[src/rtl/bram_arbiter.sv]
// bram_arbiter: round-robin arbiter with bounded lock, sharing one registered-read
// block RAM port between requester A (operand fetch) and requester B (writeback).
// Read data is steered back to the requester that issued the read.
// Build option: define BRAM_ARB_RSP_REG_EN to register rsp_valid/rsp_rdata
// (read latency 2 instead of 1, throughput unchanged).
module bram_arbiter #(
    parameter int LOCK_MAX = 8
) (
    input  logic        clk,
    input  logic        rst_n,

    input  logic        a_req_valid,
    output logic        a_req_ready,
    input  logic        a_req_we,
    input  logic        a_req_lock,
    input  logic [31:0] a_req_addr,
    input  logic [63:0] a_req_wdata,
    input  logic [7:0]  a_req_wmask,
    output logic        a_rsp_valid,
    output logic [63:0] a_rsp_rdata,

    input  logic        b_req_valid,
    output logic        b_req_ready,
    input  logic        b_req_we,
    input  logic        b_req_lock,
    input  logic [31:0] b_req_addr,
    input  logic [63:0] b_req_wdata,
    input  logic [7:0]  b_req_wmask,
    output logic        b_rsp_valid,
    output logic [63:0] b_rsp_rdata,

    output logic [31:0] bram_raddr,
    output logic [31:0] bram_waddr,
    output logic [63:0] bram_wdata,
    output logic [7:0]  bram_wmask,
    output logic        bram_wen,
    input  logic [63:0] bram_rdata
);

    typedef enum logic {REQ_A = 1'b0, REQ_B = 1'b1} req_id_t;

    localparam logic [7:0] LOCK_CNT_MAX = 8'(LOCK_MAX);

    req_id_t     last_grant_reg;
    logic        lock_valid_reg, lock_valid_next;
    req_id_t     lock_id_reg, lock_id_next;
    logic [7:0]  lock_cnt_reg, lock_cnt_next;
    logic [7:0]  lock_cnt_inc;
    logic [31:0] raddr_hold_reg;
    logic        pend_valid_reg;
    logic        pend_b_reg;

    logic        owner_req_valid;
    logic        grant_any;
    req_id_t     win_id;
    logic        win_we;
    logic        win_lock;
    logic [31:0] win_addr;
    logic [63:0] win_wdata;
    logic [7:0]  win_wmask;

    logic [1:0]        rsp_hit;
    logic [1:0]        rsp_valid_vec;
    logic [1:0][63:0]  rsp_rdata_vec;

    assign owner_req_valid = (lock_id_reg == REQ_B) ? b_req_valid : a_req_valid;

    // Pick this cycle's winner: unexpired lock owner, else alternate on a tie, else the lone requester.
    always_comb begin
        grant_any = 1'b0;
        win_id    = REQ_A;
        if (rst_n) begin
            if (lock_valid_reg && owner_req_valid && (lock_cnt_reg < LOCK_CNT_MAX)) begin
                grant_any = 1'b1;
                win_id    = lock_id_reg;
            end else if (a_req_valid && b_req_valid) begin
                grant_any = 1'b1;
                win_id    = (last_grant_reg == REQ_A) ? REQ_B : REQ_A;
            end else if (a_req_valid) begin
                grant_any = 1'b1;
                win_id    = REQ_A;
            end else if (b_req_valid) begin
                grant_any = 1'b1;
                win_id    = REQ_B;
            end
        end
    end

    assign win_we    = (win_id == REQ_B) ? b_req_we    : a_req_we;
    assign win_lock  = (win_id == REQ_B) ? b_req_lock  : a_req_lock;
    assign win_addr  = (win_id == REQ_B) ? b_req_addr  : a_req_addr;
    assign win_wdata = (win_id == REQ_B) ? b_req_wdata : a_req_wdata;
    assign win_wmask = (win_id == REQ_B) ? b_req_wmask : a_req_wmask;

    assign a_req_ready = grant_any && (win_id == REQ_A);
    assign b_req_ready = grant_any && (win_id == REQ_B);

    // grant_any is already low during reset, so the write enable is too.
    assign bram_wen   = grant_any && win_we;
    assign bram_waddr = win_addr;
    assign bram_wdata = win_wdata;
    assign bram_wmask = win_wmask;
    assign bram_raddr = grant_any ? win_addr : raddr_hold_reg;

    // Lock bookkeeping: a locked beat extends (or starts) ownership; anything else, or hitting the cap, releases it.
    always_comb begin
        lock_valid_next = lock_valid_reg;
        lock_id_next    = lock_id_reg;
        lock_cnt_next   = lock_cnt_reg;
        lock_cnt_inc    = 8'd1;
        if (lock_valid_reg && !owner_req_valid) begin
            lock_valid_next = 1'b0;
            lock_cnt_next   = 8'd0;
        end
        if (grant_any) begin
            if (win_lock) begin
                if (lock_valid_reg && (lock_id_reg == win_id)) begin
                    lock_cnt_inc = (lock_cnt_reg == 8'hFF) ? 8'hFF : lock_cnt_reg + 8'd1;
                end
                if (lock_cnt_inc >= LOCK_CNT_MAX) begin
                    lock_valid_next = 1'b0;
                    lock_cnt_next   = 8'd0;
                end else begin
                    lock_valid_next = 1'b1;
                    lock_id_next    = win_id;
                    lock_cnt_next   = lock_cnt_inc;
                end
            end else begin
                lock_valid_next = 1'b0;
                lock_cnt_next   = 8'd0;
            end
        end
    end

    // Arbitration state, held read address and the first stage of the read pending pipe.
    always_ff @(posedge clk or negedge rst_n) begin
        if (!rst_n) begin
            last_grant_reg <= REQ_B;
            lock_valid_reg <= 1'b0;
            lock_id_reg    <= REQ_A;
            lock_cnt_reg   <= 8'd0;
            raddr_hold_reg <= 32'd0;
            pend_valid_reg <= 1'b0;
            pend_b_reg     <= 1'b0;
        end else begin
            if (grant_any) begin
                last_grant_reg <= win_id;
                raddr_hold_reg <= win_addr;
            end
            lock_valid_reg <= lock_valid_next;
            lock_id_reg    <= lock_id_next;
            lock_cnt_reg   <= lock_cnt_next;
            pend_valid_reg <= grant_any && !win_we;
            pend_b_reg     <= (win_id == REQ_B);
        end
    end

    // Index 0 is requester A, index 1 is requester B.
    assign rsp_hit = {pend_valid_reg & pend_b_reg, pend_valid_reg & ~pend_b_reg};

    for (genvar gi = 0; gi < 2; gi++) begin : g_rsp
`ifdef BRAM_ARB_RSP_REG_EN
        logic        valid_reg;
        logic [63:0] rdata_reg;

        // Second pending stage: register the strobe and capture the data that belongs to this requester.
        always_ff @(posedge clk or negedge rst_n) begin
            if (!rst_n) begin
                valid_reg <= 1'b0;
                rdata_reg <= 64'd0;
            end else begin
                valid_reg <= rsp_hit[gi];
                if (rsp_hit[gi]) begin
                    rdata_reg <= bram_rdata;
                end
            end
        end

        assign rsp_valid_vec[gi] = valid_reg;
        assign rsp_rdata_vec[gi] = rdata_reg;
`else
        logic [63:0] rdata_hold_reg;

        // Remember the last delivered word so rdata stays put between strobes.
        always_ff @(posedge clk or negedge rst_n) begin
            if (!rst_n) begin
                rdata_hold_reg <= 64'd0;
            end else if (rsp_hit[gi]) begin
                rdata_hold_reg <= bram_rdata;
            end
        end

        assign rsp_valid_vec[gi] = rsp_hit[gi];
        assign rsp_rdata_vec[gi] = rsp_hit[gi] ? bram_rdata : rdata_hold_reg;
`endif
    end

    assign a_rsp_valid = rsp_valid_vec[0];
    assign b_rsp_valid = rsp_valid_vec[1];
    assign a_rsp_rdata = rsp_rdata_vec[0];
    assign b_rsp_rdata = rsp_rdata_vec[1];

endmodule
[config.mk]
export PLATFORM = sky130hd
export DESIGN_NAME = bram_arbiter
export DESIGN_NICKNAME = d
export VERILOG_FILES = /design/src/rtl/bram_arbiter.sv
export SDC_FILE = /design/constraint.sdc
export NUM_CORES = 1
export LEC_CHECK = 0
export CORE_AREA = 2 2 213 215
export CTS_BUF_LIST = sky130_fd_sc_hd__clkbuf_2
export CTS_CLUSTER_DIAMETER = 120
export DETAILED_ROUTE_END_ITERATION = 10
export DIE_AREA = 0 0 215 217
export PLACE_DENSITY = 0.46
export SLEW_MARGIN = 5
export SYNTH_ARGS = -nofsm -noshare
export SYNTH_HDL_FRONTEND = slang
export SYNTH_SLANG_ARGS = --single-unit
[constraint.sdc]
create_clock -name clk -period 3 [get_ports clk]
set_input_delay 0.6 -clock clk [delete_from_list [all_inputs] [get_ports clk]]
set_output_delay 0.6 -clock clk [all_outputs]
set_load 0.1 [all_outputs]
==> run metrics, run 1 <==
HPWL Detailed 33200 µm; maximum vdd drop 0.000473 V; synth warn 0; overall routing resource usage 17.6%; Final Cycle Share 129%; Synth top area share 53.9%; total chip power 0.0163 W; drc violations 0; DRT iter0 DRCs 296; status complete, but fails checks; setup tns final -111690 ps; Avg WL per Cell 22.3 µm; WP depth 8; post-layout net count 1627; worst min-delay path class in -> reg; die height 217 µm; Top Ports 549; Setup CP Type reg -> out; Non-Filler Instances 1967; Synth Register Bits 173; ranking of synthesized cells by area dfrtp_1, mux2_2, nand2_1; ratio of cells with drive above 1 in the final layout 53.5%; crit path DAT 3260 ps; P&R area growth vs syn 148%; CP Launch Point lock_cnt_reg[4]$_DFFE_PN0P_; worst setup path endpoint bram_raddr[30]; Largest register FFs 128; Cell variety after synth 39; Netlist Area Pre-Place 7990 µm²; failing checks setup timing; Commonest cells post-synth nand2_1, dfrtp_1, mux2_2; maximum fanout along the worst path 9; vias in the first global route 8291; total grt overflow 0; critical path's largest stage delay 460 ps; Final Setup Violations 254; Syn Area/Cell 11.5 µm²; number of flops mapped to enable cells by yosys 0; Port Buf Inserts 548; first-pass GRT wire length 58500 µm; Critical Path Slowest Stage Cell dfrtp_1; Relative slew margins 21.7%; r2r setup slk 610 ps; Inst Count DP 1868; ys async rst share 100%; Max-Cap Viols 0; Starting Density 17.9%; Clock Sink Count 173; Routed Antenna Nets 0; clock root cell clkbuf_2; Reg2Reg Capture Point lock_id_reg$_DFFE_PN0P_; Die Area 46700 µm²; antenna violations before repair 13; minimum clock period 3860 ps; P_leak 9.15 nW; final hold vios 0; largest net degree at the start of global routing 162; die width 215 µm; Post-Synthesis Net Count 978; start of the worst register-to-register path lock_cnt_reg[0]$_DFFE_PN0P_; PwrDens 824 nW/µm²; leading area contributor after synthesis dfrtp_1; dominant synthesized flop cell dfrtp_1; row cnt 78; Reg2Reg Depth 7; critical path cell sequence nor4b_4 > nand2_2 > mux2i_2 > a21o_4 > buf_12 > mux2_4 > mux2_4 > buf_12; area post-placement 17500 µm²; CP top delay family multiplexers; Worst Clk Skew 56.8 ps; Skew-Pair Late Insertion Delay 990 ps; endpoint type of the worst setup path primary output; H-tree depth 4; register area share after synthesis 54.2%; Slew Viols, Final 0; vias per inst 4.01; vias 7882; worst-margin pin slew 1170 ps; CP Data Required Time 2400 ps; final setup margin -861 ps; Buf+Inv Stages, Crit Path 2; RSZ-0062 raised after global routing yes; CTS max path bufs 2; CTS tree done; count leader, synth nand2_1; finished layout cell area 19800 µm²; Hold Worst Slack 263 ps; gpl congestion 0.782; core area 44700 µm²; cts bufs inserted 17; Syn Inst Count 697; DRT Pass-1 Iters 4; CP Launch Type register; clock-pin slew on the worst setup and hold paths 300 ps; FMAX 259 MHz; final WL 43900 µm
-- cell families (layout without fill, tap and decap cells) --
kind of cell | count (synthesis) | count (layout) | share of synthesized area, %
AOI/OAI and AO/OA | 20 | 20 | 1.94
DFF | 173 | 173 | 54.2
muxes | 198 | 198 | 27.8
and+or+nand+nor | 260 | 260 | 13.2
adders and majority gates | 1 | 1 | 0.157
other | 0 | 8 | 0
buffers and inverters | 45 | 707 | 2.63
-- metrics by stage --
| step | util (%) | setup WS (ps) |
|---|---|---|
| after detailed placement | 39.2 | -63.1 |
| after global placement | 39.2 | -37.4 |
| after global routing | 44.3 | -1120 |
| after floorplan | - | -212 |
| after CTS | 41.4 | -1090 |
| final | 44.3 | -861 |
-- what timing repair did --
item / 4_1_cts / 5_1_grt
resized for setup: 112 / 195
hold buffers: 2 / 0
gates cloned: 7 / 16
setup endpoints to repair: 269 / 269
pin swaps: 11 / 37
hold endpoints to repair: 12 / 0
setup buffers: 15 / 39
-- area by class of cell --
type                       count  area (µm²)
antenna                        8        20.0
fill                        4142       24900
tap                          600         751
clock inverter                15         160
sequential                   173        4330
timing repair buffer         670        9840
inverter                       5        31.3
multi-input combinational    479        4570
clock buffer                  17        85.1
-- worst min-delay path by stage --
stage | startpoint | endpoint | cells past startpoint
after floorplan | rst_n | g_rsp[0].rdata_hold_reg[0]$_DFF_PN0_ | 0
after global placement | last_grant_reg$_DFFE_PN1P_ | last_grant_reg$_DFFE_PN1P_ | 2
after detailed placement | last_grant_reg$_DFFE_PN1P_ | last_grant_reg$_DFFE_PN1P_ | 2
after CTS | bram_rdata[19] | g_rsp[0].rdata_hold_reg[19]$_DFF_PN0_ | 2
after global routing | bram_rdata[35] | g_rsp[0].rdata_hold_reg[35]$_DFF_PN0_ | 2
final | bram_rdata[19] | g_rsp[0].rdata_hold_reg[19]$_DFF_PN0_ | 2
-- power by group --
group | total [W] | internal [W] | switching [W]
clock | 0.00137 | 0.000404 | 0.000966
combinational | 0.0118 | 0.00440 | 0.00743
sequential | 0.00311 | 0.00293 | 0.000185
total | 0.0163 | 0.00773 | 0.00858
-- layer usage --
| metal | GRT usage [%] | up-vias | wire [µm] |
|---|---|---|---|
| li1 | - | 3650 | - |
| met1 | 17.4 | 3830 | 15300 |
| met2 | 32.1 | 336 | 23300 |
| met3 | 7.28 | 58 | 3630 |
| met4 | 7.79 | 8 | 1610 |
| met5 | 0 | - | 55 |
-- cells in the final DEF (no fill, tap or decap), types with 2 or more instances in the layout --
cell type,synthesis,final
buf_6,3,49
nand2_1,227,128
nand2_4,0,47
buf_12,0,283
and2_1,5,5
nor2b_1,3,2
clkbuf_2,0,17
mux2_1,30,2
bufinv_16,0,2
clkinv_1,0,2
a31oi_1,2,2
dlygate4sd3_1,0,2
a21oi_1,4,4
nor3_1,3,3
mux2i_1,4,2
diode_2,0,8
nor2_2,0,2
buf_8,0,4
mux2_4,0,154
and4_1,2,2
nand2_2,1,52
mux2_2,164,38
dfrtp_1,172,170
nand3_1,4,4
nor2_1,10,8
inv_8,0,2
dfrtp_2,0,2
clkdlybuf4s50_1,0,278
buf_4,2,34
clkinv_2,0,2
buf_16,0,5
inv_1,3,3
inv_6,0,5
o21ai_1,4,3
clkbuf_16,0,13
Power figures use the tool's default switching activity.
==> inputs of run 2 (changes only) <==
Settings changed: CAP_MARGIN set to 20, HOLD_SLACK_MARGIN set to 0.08.
==> run metrics, run 2 (same netlist as run 1, synthesis figures left out) <==
status complete, but fails checks (unchanged); failing checks setup timing (unchanged); clock root cell clkbuf_2 (unchanged); most common cell after layout, fill and taps aside buf_12 (unchanged); maximum vdd drop 0.000474 V (was 0.000473 V); CTS max path bufs 2 (unchanged); GRT busiest layer met2 (unchanged); CP Launch Type register (unchanged); CTS tree done (unchanged); M3 GR Usage 7.28% (unchanged); Relative slew margins 17.0% (was 21.7%); worst min-delay path class in -> reg (unchanged); die height 217 µm (unchanged); vias per inst 4.01 (about the same); overall routing resource usage 17.6% (about the same); r2r setup slk 620 ps (was 610 ps); PwrDens 824 nW/µm² (about the same); Setup CP Type reg -> out (unchanged); CP Launch Point lock_cnt_reg[4]$_DFFE_PN0P_ (unchanged); vias in the first global route 8286 (was 8291); DRT iter0 DRCs 300 (was 296); cts bufs inserted 17 (unchanged); finished layout cell area 19800 µm² (about the same); RSZ-0062 raised after global routing yes (unchanged); endpoint type of the worst setup path primary output (unchanged); Die Area 46700 µm² (unchanged); row cnt 78 (unchanged); met1 usage 17.4% (unchanged); ratio of cells with drive above 1 in the final layout 53.5% (about the same); Port Buf Inserts 548 (unchanged); FMAX 258 MHz (was 259 MHz); Setup WS pre-CTS -63.1 ps (unchanged); crit path DAT 3270 ps (was 3260 ps); Final Cycle Share 129% (about the same); Worst Clk Skew 57.4 ps (was 56.8 ps); Core Util, Final 44.3% (about the same); DRT Pass-1 Iters 4 (unchanged); gpl congestion 0.782 (unchanged); P&R area growth vs syn 148% (about the same); HPWL Detailed 33200 µm (unchanged); Final Setup Violations 260 (was 254); core area 44700 µm² (unchanged); CP Data Required Time 2400 ps (about the same); Skew-Pair Late Insertion Delay 990 ps (about the same); vias 7888 (was 7882); final hold vios 0 (unchanged); Inst Count DP 1868 (unchanged); area post-placement 17500 µm² (unchanged); final setup margin -872 ps (was -861 ps); GRT met2 Usage 32.1% (about the same); total grt overflow 0 (unchanged); Slew Viols, Final 0 (unchanged); Max-Cap Viols 0 (unchanged); post-layout net count 1626 (was 1627); start of the worst register-to-register path lock_cnt_reg[0]$_DFFE_PN0P_ (unchanged); first-pass GRT wire length 58500 µm (about the same); Starting Density 17.9% (unchanged); Routed Antenna Nets 0 (unchanged); maximum fanout along the worst path 9 (unchanged); most frequent cells in the layout buf_12, clkdlybuf4s50_1, dfrtp_1 (unchanged); P_leak 9.15 nW (about the same); minimum clock period 3870 ps (was 3860 ps); drc violations 0 (unchanged); die width 215 µm (unchanged); worst-margin pin slew 1240 ps (was 1170 ps); Clock Sink Count 173 (unchanged); Largest register FFs 128 (unchanged); clock-pin slew on the worst setup and hold paths 300 ps (about the same); min-delay src bram_rdata[19] (unchanged); final WL 43900 µm (about the same); antenna violations before repair 13 (unchanged); Avg WL per Cell 22.3 µm (about the same); Top Ports 549 (unchanged); H-tree depth 4 (unchanged); Non-Filler Instances 1966 (was 1967); largest net degree at the start of global routing 162 (unchanged)
[run 2: changes by cell type in the layout (fill, tap and decap cells not counted), sizes merged]
cell and delta:
dlygate4sd3 -1
[run 2: path summary, 6_finish.rpt]
kind / end / cells past startpoint
hold / removal: g_rsp[0].rdata_hold_reg[19]$_DFF_PN0_ / 2
setup reg to reg: lock_id_reg$_DFFE_PN0P_ / 7
min in group asynchronous: raddr_hold_reg[28]$_DFF_PN0_ / 3
max in group asynchronous: raddr_hold_reg[19]$_DFF_PN0_ / 4
hold reg to reg: last_grant_reg$_DFFE_PN1P_ / 2
setup / recovery: bram_raddr[30] / 8
[run 2: critical path, cell delays in order, from the launching register on]
cell and delay (ps):
dfrtp_1 460, nor4b_4 290, nand2_2 110, mux2i_2 200, a21o_4 260, buf_12 180
mux2_4 340, mux2_4 300, buf_12 170
[run 2: timing repair]
action	CTS	global route
setup endpoints to repair	269	269
pin swaps	11	37
buffers inserted	15	39
hold endpoints to repair	158	0
hold buffers	1	0
resized for setup	112	195
gates cloned	7	16
[run 2: power by group]
group | total [W] | switching (W) | internal, W
Sequential | 0.00311 | 0.000185 | 0.00293
Clock | 0.00137 | 0.000971 | 0.000404
Combinational | 0.0118 | 0.00743 | 0.00440
[run 2: per-layer routing]
metal / routed length [µm] / up-vias
met3: 3590 / 56
met5: 55 / -
li1: - / 3650
met4: 1590 / 8
met1: 15400 / 3843
met2: 23300 / 331
[run 2: layout make-up]
class | count | area, µm²
Antenna cell | 8 | 20.0
Clock buffer | 17 | 85.1
Clock inverter | 15 | 160
Fill cell | 4143 | 24900
Inverter | 5 | 31.3
Multi-Input combinational cell | 479 | 4570
Sequential cell | 173 | 4330
Tap cell | 600 | 751
Timing Repair Buffer | 669 | 9830
[run 2: per-stage QoR]
stage	TNS [ps]	total power (W)	hold WS [ps]
3_5_place_dp	-694	0.0143	479
4_1_cts	-184100	0.0160	80.4
5_1_grt	-177510	0.0168	107
3_3_place_gp	-341	0.0142	479
2_1_floorplan	-212	0.0100	304
6_report	-113760	0.0163	257
==> inputs of run 3 (changes only) <==
Settings changed: ABC_AREA set to 1, CORE_AREA 2 2 213 215 to 2 2 214 216, DIE_AREA 0 0 215 217 to 0 0 216 218, GPL_TIMING_DRIVEN set to 0, PLACE_DENSITY 0.46 to 0.45.
==> run metrics, run 3 <==
status complete, but fails checks (unchanged); failing checks setup timing (unchanged); drc violations 0 (unchanged); overall routing resource usage 19.1% (was 17.6%); crit path DAT 2890 ps (was 3270 ps); Worst Clk Skew 59.0 ps (was 57.4 ps); CP top delay family buffers and inverters (was multiplexers); row cnt 78 (unchanged); worst-margin pin slew 1020 ps (was 1240 ps); first-pass GRT wire length 65100 µm (was 58500 µm); largest net degree at the start of global routing 96 (was 162); ys async rst share 100% (unchanged); total grt overflow 0 (unchanged); Inst Count DP 2171 (was 1868); gpl congestion 0.953 (was 0.782); minimum clock period 3490 ps (was 3870 ps); Synth Register Bits 173 (unchanged); Netlist Area Pre-Place 7870 µm² (was 7990 µm²); P&R area growth vs syn 109% (was 148%); number of flops mapped to enable cells by yosys 0 (unchanged); Port Buf Inserts 548 (unchanged); Avg WL per Cell 20.3 µm (was 22.3 µm); Buf+Inv Stages, Crit Path 4 (was 2); vias 9155 (was 7888); min-delay src bram_rdata[32] (was bram_rdata[19]); Reg2Reg Depth 21 (was 7); Min-Delay Path Depth 3 (was 2); FMAX 287 MHz (was 258 MHz); DRT Pass-1 Iters 4 (unchanged); Commonest cells post-synth nand2_1, dfrtp_1, o21ai_0 (was nand2_1, dfrtp_1, mux2_2); antenna violations before repair 6 (was 13); register area share after synthesis 55.0% (was 54.2%); Syn Inst Count 1017 (was 697); count leader, synth nand2_1 (unchanged); CTS max path bufs 2 (unchanged); post-layout net count 1908 (was 1626); Skew-Pair Late Insertion Delay 890 ps (was 990 ps); clock-pin slew on the worst setup and hold paths 270 ps (was 300 ps); Hold Worst Slack 260 ps (was 257 ps); critical path's largest stage delay 800 ps (was 460 ps); maximum vdd drop 0.000692 V (was 0.000474 V); vias per inst 4.08 (was 4.01); r2r setup slk 220 ps (was 620 ps); ranking of synthesized cells by area dfrtp_1, nand2_1, o21ai_0 (was dfrtp_1, mux2_2, nand2_1); ratio of cells with drive above 1 in the final layout 32.6% (was 53.5%); Reg2Reg Capture Point lock_id_reg$_DFFE_PN0P_ (unchanged); endpoint type of the worst setup path primary output (unchanged); total chip power 0.0176 W (was 0.0163 W); Max-Cap Viols 0 (unchanged); synth warn 0 (unchanged); RSZ-0062 raised after global routing yes (unchanged); Critical Path Slowest Stage Cell clkbuf_1 (was dfrtp_1); vias in the first global route 9333 (was 8286); maximum fanout along the worst path 10 (was 9); core area 44900 µm² (was 44700 µm²); CP Data Required Time 2400 ps (about the same); Relative slew margins 31.9% (was 17.0%); worst min-delay path class in -> reg (unchanged); area post-placement 14700 µm² (was 17500 µm²); die height 218 µm (was 217 µm); Non-Filler Instances 2242 (was 1966); CP Launch Type input port (was register); Routed Antenna Nets 0 (unchanged); Final Cycle Share 116% (was 129%); Die Area 47100 µm² (was 46700 µm²); critical path cell sequence clkdlybuf4s50_1 > inv_1 > a21oi_2 > clkbuf_1 > a31oi_2 > buf_6 (was nor4b_4 > nand2_2 > mux2i_2 > a21o_4 > buf_12 > mux2_4 > mux2_4 > buf_12); Cell variety after synth 24 (was 39); most frequent cells in the layout nand2_1, clkdlybuf4s50_1, dfrtp_1 (was buf_12, clkdlybuf4s50_1, dfrtp_1); Largest register FFs 128 (unchanged); DRT iter0 DRCs 426 (was 300); final setup margin -486 ps (was -872 ps); die width 216 µm (was 215 µm); Final Setup Violations 248 (was 260); most common cell after layout, fill and taps aside nand2_1 (was buf_12); Syn Area/Cell 7.74 µm² (was 11.5 µm²); HPWL Detailed 37100 µm (was 33200 µm); finished layout cell area 16400 µm² (was 19800 µm²); CTS tree done (unchanged); final WL 45600 µm (was 43900 µm); P_leak 7.91 nW (was 9.15 nW); clock root cell clkbuf_2 (unchanged); H-tree depth 4 (unchanged); cts bufs inserted 17 (unchanged); Post-Synthesis Net Count 1298 (was 978); Setup CP Type in -> out (was reg -> out); dominant synthesized flop cell dfrtp_1 (unchanged); leading area contributor after synthesis dfrtp_1 (unchanged); Top Ports 549 (unchanged); Synth top area share 54.7% (was 53.9%); Hold Path Sink g_rsp[0].rdata_hold_reg[32]$_DFF_PN0_ (was g_rsp[0].rdata_hold_reg[19]$_DFF_PN0_); start of the worst register-to-register path lock_cnt_reg[6]$_DFFE_PN0P_ (was lock_cnt_reg[0]$_DFFE_PN0P_); final hold vios 0 (unchanged); PwrDens 1070 nW/µm² (was 824 nW/µm²); Slew Viols, Final 0 (unchanged); Starting Density 17.5% (was 17.9%); Clock Sink Count 173 (unchanged)
[run 3: cell count changes after synthesis, sizes merged, moves of 9 or more]
cell	change
nand2	+240
inv	+80
nand4	+9
mux2	-194
clkbuf	+14
o21ai	+126
nor2	+35
a31oi	+30
[run 3: cells by family (layout without fill, tap and decap cells)]
family / count (synthesis) / count (layout) / synth area share, %
other cells: 0 / 2 / 0
buf+inv: 143 / 766 / 7.58
compound gates: 165 / 165 / 11.0
flops: 173 / 173 / 55.0
fa+ha+maj: 1 / 1 / 0.159
simple gates: 535 / 535 / 26.2
[run 3: worst max path at each step]
| stage | endpoint | cells past startpoint | startpoint | slack (ps) |
|---|---|---|---|---|
| floorplan | b_rsp_rdata[0] | 4 | pend_b_reg$_DFF_PN0_ | -610 |
| global placement | bram_raddr[2] | 7 | rst_n | -8640 |
| detailed placement | bram_raddr[31] | 7 | rst_n | -1910 |
| CTS | bram_wdata[18] | 10 | lock_cnt_reg[6]$_DFFE_PN0P_ | -610 |
| global route | bram_raddr[12] | 10 | lock_cnt_reg[4]$_DFFE_PN0P_ | -690 |
| finish | bram_raddr[14] | 6 | a_req_valid | -490 |
[run 3: cell type report]
cell class                 instances  area, µm²
antenna                            2       5.00
buffer                            58        512
clock buffer                      19       95.1
clock inverter                    13        141
fill                            4703      28500
inverter                          85        327
multi-input combinational        701       3700
sequential                       173       4330
tap                              600        751
timing repair buffer             591       6570
[run 3: repair_timing]
| action | CTS | global route |
|---|---|---|
| gates cloned | 0 | 1 |
| buffers inserted | 29 | 15 |
| pin swaps | 7 | 27 |
| hold buffers | 7 | 0 |
| endpoints found under the setup margin | 269 | 274 |
| endpoints found under the hold margin | 78 | 0 |
| resized for setup | 1819 | 245 |
[run 3: power by group]
part	leakage, nW	internal, W	switching (W)	total (W)
clock	0.124	0.000389	0.000922	0.00131
combinational	5.70	0.00303	0.00997	0.0130
sequential	2.08	0.00312	0.000213	0.00333
total	7.91	0.00654	0.0111	0.0176
[run 3: worst reg2reg max path, delay by kind of cell, from the launching register on]
family / cells / cell delay [ps]
buf+inv: 13 / 1580
flops: 1 / 460
simple gates: 8 / 720
[run 3: layer usage]
layer / up-vias / track usage [%] / routed length, µm
li1: 4429 / - / -
met5: - / 0 / 40
met4: 6 / 6.92 / 1920
met2: 335 / 35.8 / 23700
met3: 60 / 6.12 / 3470
met1: 4325 / 19.8 / 16500
[run 3: metrics by stage]
stage               utilization (%)  worst slack (ps)  TNS [ps]
floorplan                         -              -608    -19320
CTS                            34.5              -609   -130760
finish                         36.6              -486    -66350
global route                   36.6              -687   -132250
global placement               32.4             -8640  -2691450
detailed placement             32.7             -1910   -256140
==> RTL edit: new RTL, config.mk and constraints of run 2 <==
The option `BRAM_ARB_RSP_REG_EN` is turned on by a define.
--- a/src/rtl/bram_arbiter.sv
+++ b/src/rtl/bram_arbiter.sv
@@ -3,6 +3,8 @@
 // Read data is steered back to the requester that issued the read.
 // Build option: define BRAM_ARB_RSP_REG_EN to register rsp_valid/rsp_rdata
 // (read latency 2 instead of 1, throughput unchanged).
+`define BRAM_ARB_RSP_REG_EN
+
 module bram_arbiter #(
     parameter int LOCK_MAX = 8
 ) (
Check against the original RTL: not equivalent (a bounded check fails within 4 cycles, from zero or initial values and one cycle with rst_n low).
==> RTL edit against run 2 <==
- the run still ends with negative setup slack left
- worst setup slack gained 140 ps
- final area shrank 12%
- routed wire length shrank 6.4%
- total power shrank 14%
- die area is the same
- final cell count grew 1.2%
- sequential cell count grew 2
- clock skew shrank 1.5 ps
- sequential power grew 5%
- area after synthesis grew 0.42%
- core utilization shrank 5.4 points
==> RTL edit: results (changes against run 2) <==
* NonClk Buf Share at 0.4457 (-0.05135)
* Final setup viols at 139 (-47%)
* CTS Hold Bufs at 3 (+2)
* Post-synthesis sequential area ratio at 0.5460 (+0.003956)
* Relative slew slack at 0.3836 (+0.2133)
* R2R Path Start: lock_id_reg
* Failing checks: negative setup slack
* Leak at 8.229 nW (-10%)
* Status: complete, but fails checks
* Met3 Use GR at 0.07296 (+0.0001398)
* Met1 wire length at 13.81 mm (-10%)
* CP max stage delay at 510 ps (+50 ps)
* Largest cells by area after synthesis: dfrtp_1 (54%), mux2_2 (24%), nand2_1 (14%)
* Post-Syn Nets at 1,027 (+5.0%)
* Initial antenna violation count at 18 (+5)
* Final WS setup at -736.3 ps (+135.6 ps)
* Register fraction of the total cell area at 0.2524 (+0.03342)
* Pin count of the biggest net entering global routing at 66 (-59%)
* Met2 usage at 0.3211 (+0.0004315)
* Pre-CTS WS at -483.2 ps (-420.1 ps)
* Flop-to-flop setup slack at 290 ps (-330 ps)
* Met3 wire len at 3.666 mm (+2.1%)
* Min-Delay Endpoint: a_rsp_rdata[55]
* Commonest cells post-synth: nand2_1 (297), dfrtp_1 (174), mux2_2 (168), clkbuf_1 (22)
* First-iteration detailed-routing DRC count at 411 (+37%)
* Mapped Cells at 746 (+7.0%)
* Number of global-route vias before repair at 8,290 (+0.048%)
* Largest fanout on the critical path at 6 (-3)
* Worst setup path end: bram_raddr[1]
* Fin cells at 1,990 (+1.2%)
* Ratio of cells with drive above 1 in the final layout at 0.4673 (-0.06800)
* Hold path depth at 3 (+1)
* Plain + repair buffers at 644 (-3.7%)
* DP Area at 16,170 um2 (-7.7%)
* Ant diodes at 12 (+4)
* Setup TNS at -94,690 ps (+19,070 ps)
* GR Util All Layers at 0.1732 (-0.002533)
* Design area at 17,350 um2 (-12%)
* HP Start: bram_rdata[55]
* Clock network area share at 0.01103 (-0.001364)
* First-pass GRT wire length at 58.24 mm (-0.48%)
* Multi-input combinational area share at 0.2445 (+0.01347)
* Multi-In Gates at 524 (+9.4%)
* Post-CTS setup repair buffer count at 8 (-7)
* Peak VDD IR at 0.4599 mV (-2.9%)
* Clock latency at the later pin of the worst-skew pair at 860 ps (-130 ps)
* Setup Skew at 55.86 ps (-1.542 ps)
* Layout fillers at 4,481 (+8.2%)
* Met1 Usage GRT at 0.1674 (-0.007079)
* DP Cell Count at 1,919 (+2.7%)
* P&R area growth vs syn at 116.3%
* Synth cell types at 41 (+5.1%)
* DR WL/cell at 20.66 um (-7.5%)
* Routed vias/inst at 4.002 (-0.25%)
* Met2 WL at 22.13 mm (-5.1%)
RTL edit: cell types whose count changed after synthesis, sizes merged, moves of 3 or more:
cell | before | now
mux2 | 194 | 170
nor2b | 3 | 0
nand2 | 228 | 297
buf | 17 | 20
RTL edit: logic make-up (layout without fill, tap and decap cells):
| logic type | after synthesis | after routing | share of synthesized area |
|---|---|---|---|
| AND/OR/NAND/NOR | 328 | 328 | 0.1619 |
| flip-flops | 175 | 175 | 0.5460 |
| multiplexers | 173 | 173 | 0.2444 |
| buffers and inverters | 47 | 679 | 0.02558 |
| AO/OA/AOI/OAI | 22 | 22 | 0.02059 |
| adder cells (fa/ha/maj) | 1 | 1 | 0.001559 |
| other | 0 | 12 | 0 |
RTL edit: power breakdown:
group	leakage (nW)	switching (W)	internal (W)
combinational	5.98	0.00687	0.00266
clock	0.127	0.000872	0.000294
sequential	2.12	0.000310	0.00296
total	8.23	0.00805	0.00591
